===== src/rtl/fetch_prefetch_unit_if.sv =====
// Fetch-to-decode handshake bundle: head instruction, its successor PC,
// valid from the fetch side and ready from the decode side.
//   master (fetch):  drives valid, instruction, pc_next; samples dec_ready
//   slave (decode):  samples valid, instruction, pc_next; drives dec_ready
interface fetch_prefetch_unit_if #(
    parameter int NB_INST = 32,
    parameter int NB_ADDR = 32
);
    logic               valid;
    logic [NB_INST-1:0] instruction;
    logic [NB_ADDR-1:0] pc_next;
    logic               dec_ready;

    modport master (
        output valid,
        output instruction,
        output pc_next,
        input  dec_ready
    );

    modport slave (
        input  valid,
        input  instruction,
        input  pc_next,
        output dec_ready
    );
endinterface


===== src/rtl/fetch_prefetch_unit.sv =====
// IF stage: debug-loaded instruction memory, PC, credit-based prefetch FIFO
// feeding ID, redirect flush and HALT detection with drain.
//   i_clk, i_reset (sync, active-low), i_enable (freeze when 0)
//   i_debug_unit/i_mem_wen/i_wr_addr/i_mem_data: debug memory load port
//   i_redirect/i_redirect_addr: flush and restart fetch at target
//   id_bus (master): FWFT head valid/instruction/pc_next, dec_ready from ID
//   o_fetch_pc: next address to issue, o_halted: HALT reached and drained
module fetch_prefetch_unit #(
    parameter int         NB_INST    = 32,
    parameter int         NB_ADDR    = 32,
    parameter int         MEM_DEPTH  = 64,
    parameter int         FIFO_DEPTH = 4,
    parameter logic [5:0] HALT_OP    = 6'b111111
) (
    input  logic               i_clk,
    input  logic               i_reset,
    input  logic               i_enable,
    input  logic               i_debug_unit,
    input  logic               i_mem_wen,
    input  logic [NB_ADDR-1:0] i_wr_addr,
    input  logic [NB_INST-1:0] i_mem_data,
    input  logic               i_redirect,
    input  logic [NB_ADDR-1:0] i_redirect_addr,
    fetch_prefetch_unit_if.master id_bus,
    output logic [NB_ADDR-1:0] o_fetch_pc,
    output logic               o_halted
);
    localparam int MAW = $clog2(MEM_DEPTH);
    localparam int PW  = $clog2(FIFO_DEPTH);
    localparam int CW  = PW + 1;
    localparam logic [NB_ADDR-1:0] MEM_LIMIT = NB_ADDR'(MEM_DEPTH);
    localparam logic [CW-1:0]      FIFO_CAP  = CW'(FIFO_DEPTH);

    typedef enum logic [1:0] {IDLE, RUN, DRAIN, HALTED} state_t;

    state_t state, state_d;

    logic [NB_INST-1:0] mem       [MEM_DEPTH];
    logic [NB_INST-1:0] fifo_inst [FIFO_DEPTH];
    logic [NB_ADDR-1:0] fifo_pc   [FIFO_DEPTH];

    logic [PW-1:0]      wr_ptr, rd_ptr;
    logic [CW-1:0]      count;
    logic [CW-1:0]      occupancy;
    logic [NB_ADDR-1:0] pc, rd_pc;
    logic [NB_INST-1:0] rd_data, mem_rd;
    logic               inflight;

    logic active, empty, leave_debug, do_redirect;
    logic do_push, halt_push, do_pop, do_issue, mem_write;

    assign active      = (state == RUN) || (state == DRAIN);
    assign empty       = (count == '0);
    assign leave_debug = i_enable && i_debug_unit
                       && ((state == DRAIN) || (state == HALTED));
    assign do_redirect = i_enable && i_redirect && active && !leave_debug;

    // Words still in flight after a HALT push land in DRAIN and are dropped.
    assign do_push   = i_enable && inflight && (state == RUN)
                     && !do_redirect;
    assign halt_push = do_push && (rd_data[NB_INST-1 -: 6] == HALT_OP);
    assign do_pop    = i_enable && !empty && id_bus.dec_ready && active
                     && !do_redirect;

    // Credit counts the in-flight read; a same-cycle pop frees nothing yet.
    assign occupancy = count + CW'(inflight);
    assign do_issue  = i_enable && (state == RUN) && (occupancy < FIFO_CAP)
                     && !halt_push && !do_redirect;

    assign mem_write = (state == IDLE) && i_debug_unit && i_mem_wen
                     && (i_wr_addr < MEM_LIMIT);
    assign mem_rd    = (pc < MEM_LIMIT) ? mem[pc[MAW-1:0]] : '0;

    always_ff @(posedge i_clk) begin
        if (mem_write)
            mem[i_wr_addr[MAW-1:0]] <= i_mem_data;
    end

    always_ff @(posedge i_clk) begin
        if (do_push) begin
            fifo_inst[wr_ptr] <= rd_data;
            fifo_pc[wr_ptr]   <= rd_pc;
        end
    end

    always_ff @(posedge i_clk) begin
        if (!i_reset)
            state <= IDLE;
        else
            state <= state_d;
    end

    always_comb begin
        state_d = state;
        unique case (state)
            IDLE:
                if (i_enable && !i_debug_unit)
                    state_d = RUN;
            RUN:
                if (!do_redirect && halt_push)
                    state_d = DRAIN;
            DRAIN:
                if (leave_debug)
                    state_d = IDLE;
                else if (do_redirect)
                    state_d = RUN;
                else if (i_enable && empty)
                    state_d = HALTED;
            HALTED:
                if (leave_debug)
                    state_d = IDLE;
            default:
                state_d = IDLE;
        endcase
    end

    always_ff @(posedge i_clk) begin
        if (!i_reset) begin
            pc       <= '0;
            rd_pc    <= '0;
            rd_data  <= '0;
            inflight <= 1'b0;
            count    <= '0;
            wr_ptr   <= '0;
            rd_ptr   <= '0;
        end else if (leave_debug || do_redirect) begin
            pc       <= leave_debug ? '0 : i_redirect_addr;
            inflight <= 1'b0;
            count    <= '0;
            wr_ptr   <= '0;
            rd_ptr   <= '0;
        end else begin
            if (do_issue) begin
                pc       <= pc + NB_ADDR'(1);
                rd_pc    <= pc;
                rd_data  <= mem_rd;
                inflight <= 1'b1;
            end else if (i_enable) begin
                inflight <= 1'b0;
            end
            if (do_push)
                wr_ptr <= wr_ptr + PW'(1);
            if (do_pop)
                rd_ptr <= rd_ptr + PW'(1);
            if (do_push && !do_pop)
                count <= count + CW'(1);
            else if (!do_push && do_pop)
                count <= count - CW'(1);
        end
    end

    assign id_bus.valid       = !empty;
    assign id_bus.instruction = empty ? '0 : fifo_inst[rd_ptr];
    assign id_bus.pc_next     = empty ? '0 : fifo_pc[rd_ptr] + NB_ADDR'(1);
    assign o_fetch_pc         = pc;
    assign o_halted           = (state == HALTED);
endmodule

===== src/flat_wrapper.sv =====
// flat-port wrapper written by rule: the top's interface ports become plain ports
module fetch_prefetch_unit_flat 
#(
    parameter int         NB_INST    = 32,
    parameter int         NB_ADDR    = 32,
    parameter int         MEM_DEPTH  = 64,
    parameter int         FIFO_DEPTH = 4,
    parameter logic [5:0] HALT_OP    = 6'b111111
)
  (i_clk, i_reset, i_enable, i_debug_unit, i_mem_wen, i_wr_addr, i_mem_data, i_redirect, i_redirect_addr, o_fetch_pc, o_halted, id_bus_valid, id_bus_instruction, id_bus_pc_next, id_bus_dec_ready);
  fetch_prefetch_unit_if #(.NB_INST(NB_INST), .NB_ADDR(NB_ADDR)) id_bus_i ();
  input  logic i_clk;
  input  logic i_reset;
  input  logic i_enable;
  input  logic i_debug_unit;
  input  logic i_mem_wen;
  input  logic [NB_ADDR-1:0] i_wr_addr;
  input  logic [NB_INST-1:0] i_mem_data;
  input  logic i_redirect;
  input  logic [NB_ADDR-1:0] i_redirect_addr;
  output logic [NB_ADDR-1:0] o_fetch_pc;
  output logic o_halted;
  output wire logic [$bits(id_bus_i.valid)-1:0] id_bus_valid;
  output wire logic [$bits(id_bus_i.instruction)-1:0] id_bus_instruction;
  output wire logic [$bits(id_bus_i.pc_next)-1:0] id_bus_pc_next;
  input wire logic [$bits(id_bus_i.dec_ready)-1:0] id_bus_dec_ready;
  assign id_bus_valid = id_bus_i.valid;
  assign id_bus_instruction = id_bus_i.instruction;
  assign id_bus_pc_next = id_bus_i.pc_next;
  assign id_bus_i.dec_ready = id_bus_dec_ready;
  fetch_prefetch_unit #(.NB_INST(NB_INST), .NB_ADDR(NB_ADDR), .MEM_DEPTH(MEM_DEPTH), .FIFO_DEPTH(FIFO_DEPTH), .HALT_OP(HALT_OP)) u_core (.i_clk(i_clk), .i_reset(i_reset), .i_enable(i_enable), .i_debug_unit(i_debug_unit), .i_mem_wen(i_mem_wen), .i_wr_addr(i_wr_addr), .i_mem_data(i_mem_data), .i_redirect(i_redirect), .i_redirect_addr(i_redirect_addr), .id_bus(id_bus_i), .o_fetch_pc(o_fetch_pc), .o_halted(o_halted));
endmodule

===== config.mk =====
export PLATFORM = sky130hd
export DESIGN_NAME = fetch_prefetch_unit_flat
export DESIGN_NICKNAME = d
export VERILOG_FILES = /design/src/rtl/fetch_prefetch_unit_if.sv /design/src/rtl/fetch_prefetch_unit.sv /design/src/flat_wrapper.sv
export SDC_FILE = /design/constraint.sdc
export NUM_CORES = 2
export LEC_CHECK = 0
export CAP_MARGIN = 10
export CORE_ASPECT_RATIO = 1.5
export CORE_UTILIZATION = 49
export CTS_BUF_LIST = sky130_fd_sc_hd__clkbuf_4 sky130_fd_sc_hd__clkbuf_8
export CTS_CLUSTER_SIZE = 10
export DETAILED_ROUTE_END_ITERATION = 6
export PLACE_DENSITY = 0.65
export SETUP_SLACK_MARGIN = 0.3
export SYNTH_ARGS = -nofsm -noshare
export SYNTH_HDL_FRONTEND = slang
export SYNTH_SLANG_ARGS = --single-unit

===== constraint.sdc =====
create_clock -name i_clk -period 5.37 [get_ports i_clk]
set_input_delay 0.8055 -clock i_clk [delete_from_list [all_inputs] [get_ports i_clk]]
set_output_delay 0.8055 -clock i_clk [all_outputs]
set_load 0.01 [all_outputs]

After elaboration in Yosys (flattened, before gate mapping)
Memory sizes are Yosys's and may differ from the RTL's. A register that Yosys moved wholly into a read port is not among the register bits.
Cells that the tools add are included.

operators by class
  magnitude comparators = 3
  eq/ne operators = 8
  muxes and demuxes = 27
  add/sub/neg operators = 7
  bitwise logic cells = 2
  reduce and logical (&&, ||, !) cells = 43

operators by type and width
  cell                                                                   count
  32-bit 2-to-1 mux                                                      6
  32-bit by 1-bit adder with 32-bit output, second input constant        2
  32-bit by 7-bit < comparator with 1-bit output, second input constant  2
  1-bit logical AND                                                      25
  2-bit 2-to-1 mux                                                       10
  6-bit 2-to-1 mux                                                       2
  2-bit case mux with 4 select lines                                     1
  1-bit zero test                                                        7
  6-bit equality test, second input constant                             1
  1-bit 2-to-1 mux                                                       6
  3-bit 2-to-1 mux                                                       2
  2-bit nonzero test                                                     3
  2-bit by 1-bit adder with 2-bit output, second input constant          2
  2-bit equality test, second input constant                             2
  2-bit != test, second input constant                                   2
  4-bit by 2-bit != test with 1-bit output, second input constant        1
  4-bit AND reduction                                                    1
  3-bit by 1-bit adder with 3-bit output                                 1
  3-bit by 1-bit adder with 3-bit output, second input constant          1
  3-bit zero test                                                        1
  1-bit logical OR                                                       3
  3-bit < comparator, second input constant                              1
  3-bit by 1-bit subtractor with 3-bit output, second input constant     1
  2-bit by 1-bit equality test with 1-bit output, second input constant  1
  other kinds (5)                                                        6

word-level totals
  bits in writable memories = 2304
  register bits = 106
  memories = 3
  word-level logic and storage cells = 101

memory list
  memory            depth  width  rd ports  clocked after memory_dff  write ports  RTL line                   source
  u_core.mem        64     32     1         1                         1            fetch_prefetch_unit.sv:38  logic [NB_INST-1:0] mem [MEM_DEPTH];
  u_core.fifo_inst  4      32     1         1                         1            fetch_prefetch_unit.sv:39  logic [NB_INST-1:0] fifo_inst [FIFO_DEPTH];
  u_core.fifo_pc    4      32     1         1                         1            fetch_prefetch_unit.sv:40  logic [NB_ADDR-1:0] fifo_pc [FIFO_DEPTH];

Logic depth before layout (Yosys ltp)
  word-level depth = 15
  mapped depth = 13

Least setup slack after synthesis
OpenSTA, ideal clock, no wires.

  path kind = input to register
  start point = in i_wr_addr[31]
  end point = mem u_core.mem[54][0], enable pin
  arrival time = 3.333 ns
  stages = 5
  setup slack = 1.616 ns
  library setup time = 0.421 ns
  cell sequence = nor4_1 > nand3_1 > nor4_1 > nand3_1 > nor2_1

on the way
  cells in the longest elaborated chain, start to end = 4

RTL lines
  what                                            RTL line                   source
  start: declaration                              flat_wrapper.sv:17         input logic [NB_ADDR-1:0] i_wr_addr;
  32-bit by 7-bit < comparator with 1-bit output  fetch_prefetch_unit.sv:71  && (i_wr_addr < MEM_LIMIT);
  1-bit logical AND                               fetch_prefetch_unit.sv:71
  1-bit 2-to-1 mux                                fetch_prefetch_unit.sv:75  if (mem_write)
  1-bit 2-to-1 mux (implied by the code)          fetch_prefetch_unit.sv:76  mem[i_wr_addr[MAW-1:0]] <= i_mem_data;
  end: declaration                                fetch_prefetch_unit.sv:38

Every way passes these cells.

==> impl_metrics.tcl <==
set metrics [dict create \
    worst-r2r-setup-slack_ps 1450 \
    die_x_microns 358 \
    synth_nets 4520 \
    p_clk_share_pct 34.0 \
    status "complete, no violations" \
    ant_nets 0 \
    syn_area_sq_um 93100 \
    synth.distinct_cells 70 \
    ioPinCount 201 \
    grt_pass1_vias 48300 \
    drcViolationCount 0 \
    p_int_uw 31900 \
    powerDensity_nw_per_um2 403 \
    fin_crit_sh_pct 90.2 \
    avgSynthCellArea_sq_um 21.1 \
    design.core.area_sq_um 188000 \
    htreeDepth 5 \
    grt_pass1_wl_microns 347000 \
    synthArstFlopShare_pct 0 \
    irDropWorstVdd_v 0.000208 \
    cts_tree "done" \
    cts_sinks 2418 \
    nNetsFinal 5036 \
    fp.dieH_microns 536 \
    cp_slowest_cell "nor4_4" \
    numCtsBuffers 345 \
    synth_seq_cells 2418 \
    total_power_uw 42900 \
    crit_path_max_fanout 19 \
    grt_use_total_pct 25.4 \
    postSynthCellCount 4404 \
    hold_class "primary input to flip-flop" \
    yosysSeqAreaShare_pct 76.8 \
    p_switching_uw 11100 \
    dp_hpwl_microns 151000 \
    drt-wirelength-per-cell_microns 31.6 \
    tns_ps 0 \
    insertion_delay_ps 940 \
    cts-root-buf "clkbuf_8" \
    clockBufferDepth 4 \
    cp.required_ps 4560 \
    final_hold_viol_count 0 \
    path_common_cell "nand3_1" \
    cp_data_arrival_time_ps 4040 \
    combPwrFrac_pct 17.1 \
    synth_edf_count 2304 \
    swShare_pct 25.7 \
    critPathKind "flip-flop to primary output" \
    n_fill_cell 14000 \
    drt_iter0_drc 5059 \
    dr.pass1.iters 6 \
    path_clk_slew_ps 70 \
    crit_buf_inv 1 \
    setup_viol 0 \
    gp_congestion 0.930 \
    synth_top_flop_cell "edfxtp_1" \
    fmax_mhz 206 \
    power_frac_seq_pct 48.9 \
    min_period_ps 4840 \
    cpPeakStageDelay_ps 930 \
    critical_path.top_delay_family "simple AND/OR/NAND/NOR gates" \
    die-area_sq_um 192000 \
    max_cap_violations 0 \
    rows 195 \
    viasPerCell 6.14 \
    io_buffers 200 \
    finalClockSkew_ps 55.6 \
    crit_path_end_kind "primary output" \
    via_count 47100 \
    drt-total-wl_microns 242000 \
    cp-start-kind "flip-flop" \
    cts_resized 0 \
    antenna_found_initial 17 \
    crit_chain "mux4_2 -> nand3_1 -> nor4_4 -> nand3_1 -> xor2_1 -> nor2_1 -> clkdlybuf4s50_1" \
    worst_pin_slew_ps 1230 \
    slew_headroom_pct 17.9 \
    grt_max_degree 75 \
    drive_above_1_share_pct 29.2 \
    cellLeakagePower_uw 0.0332 \
    slew_viol_final 0 \
    start_util_pct 49.4 \
    grt_remaining_overflow 0 \
    rsz0062_at_grt "false" \
    yosysWarnings 0 \
    syn_to_final_growth_pct 14.3 \
]
-- tightest hold or removal path, stage by stage --
cell and delay [ps]:
clkdlybuf4s50_1 410, nand2_1 70, a21oi_1 60
-- sequential cells by signal (all words and copies together), names as in the netlist, named ones only --
signal             count
u_core.state           2
u_core.fifo_inst     128
u_core.rd_pc          32
u_core.inflight        1
u_core.rd_data        32
u_core.fifo_pc       128
u_core.o_fetch_pc     32
u_core.mem          2048
u_core.wr_ptr          2
u_core.count           3
u_core.rd_ptr          2
-- placed cells by master, fill, tap and decap left out, types with 18 or more instances in the layout --
master           count
clkinv_2            49
xor2_1              23
o21ai_0             52
clkbuf_8           368
a221oi_1            33
mux4_2             595
nand2_1            225
clkbuf_4           119
nor3_1              38
clkdlybuf4s50_1    168
diode_2             18
and2_1              47
a22oi_1             43
a22o_1              34
buf_12              42
mux2i_1             69
nor2_1              83
nor4_1              20
nor2_4              66
buf_2               33
edfxtp_1          2304
a21oi_1            123
nand3_1             32
dfxtp_1            106
buf_4              162
o22ai_1             26
clkinv_1            58
-- power groups by stage --
| stage | combinational [uW] | sequential [uW] | clock [uW] |
|---|---|---|---|
| global route | 7740 | 21000 | 15600 |
| global placement | 7360 | 21400 | 0 |
| floorplan | 4960 | 21200 | 0 |
| finish | 7340 | 21000 | 14600 |
| CTS | 7400 | 21000 | 14900 |
| detailed placement | 7390 | 21400 | 0 |
-- path summary, 6_finish.rpt --
check / end / cells after the start / start
hold reg to reg: u_core.rd_data[20] / 2 / u_core.rd_data[20]
hold / removal: u_core.o_fetch_pc[26] / 3 / i_redirect_addr[26]
setup / recovery: id_bus_pc_next[19] / 7 / flip-flop
setup reg to reg: u_core.rd_data[6] / 7 / flip-flop
-- repair_timing --
action | in CTS | in global routing
setup buffers | 0 | 0
hold buffers | 0 | 0
setup endpoints to repair | 0 | 1
-- metal layers --
layer | wire [microns] | share of wire [%] | global-route usage [%] | up-vias
met1 | 88500 | 36 | 31.7 | 24800
met3 | 18200 | 7.5 | 4.50 | 501
met5 | 52 | 0.021 | 0 | -
met4 | 10800 | 4.5 | 11.1 | 8
met2 | 125000 | 52 | 43.5 | 2283
li1 | - | - | - | 19500
-- layout make-up --
cell class	count	area [sq um]	share of cell area (%)
antenna	18	45.0	0.0423
clock buffer	487	5960	5.60
clock inverter	132	948	0.891
inverter	20	77.6	0.0729
multi-input combinational	1730	20900	19.7
sequential	2418	71500	67.2
tap	2462	3080	2.89
timing repair buffer	405	3900	3.67
-- logic make-up after synthesis --
logic type / Yosys count / synth area share, %
muxes: 687 / 15.5
AOI/OAI and AO/OA: 407 / 2.95
buffers and inverters: 256 / 1.31
xor gates and xnor gates: 37 / 0.348
DFF: 2418 / 76.8
adders and majority gates: 13 / 0.183
and+or+nand+nor: 586 / 2.88
-- stage by stage --
stage / worst slack, ps / instances / utilization [%] / hold WS, ps / cell area (sq um)
final: 527 / 7672 / 56.5 / 468 / 106000
after global routing: 327 / 7659 / 56.5 / 446 / 106000
after CTS: 412 / 7653 / 56.5 / 388 / 106000
after detailed placement: 1220 / 7034 / 52.8 / 485 / 99500
after global placement: 1240 / 7034 / 52.8 / 469 / 99500
after floorplan: 1620 / 4404 / - / 460 / 93100
-- cell usage after synthesis (4+ instances only) --
master,number,area share [%]
edfxtp_1,2304,74
mux4_2,595,14
nand2_1,225,0.91
nor2_1,152,0.61
a21oi_1,123,0.66
dfxtp_1,114,2.5
clkbuf_1,100,0.40
buf_2,74,0.40
mux2i_1,69,0.74
o21ai_0,52,0.28
and2_1,51,0.34
a22oi_1,43,0.35
nor3_1,41,0.22
a22o_1,34,0.32
a221oi_1,33,0.31
nand3_1,32,0.17
buf_1,29,0.12
o22ai_1,26,0.17
buf_4,25,0.20
xor2_1,23,0.22
nor4_1,20,0.13
inv_1,16,0.065
mux2_2,16,0.19
nand4_1,16,0.11
a211oi_1,15,0.12
o31ai_1,15,0.12
and3_1,14,0.094
xnor2_1,14,0.13
a31oi_1,13,0.087
ha_1,12,0.16
o221ai_1,11,0.10
buf_6,7,0.085
mux4_1,7,0.20
nor2b_1,7,0.047
o221a_2,6,0.073
a21o_1,5,0.040
a311oi_1,5,0.047
a2111oi_0,4,0.038
nand3b_1,4,0.032
or3_1,4,0.027
Power figures use the tool's default switching activity.
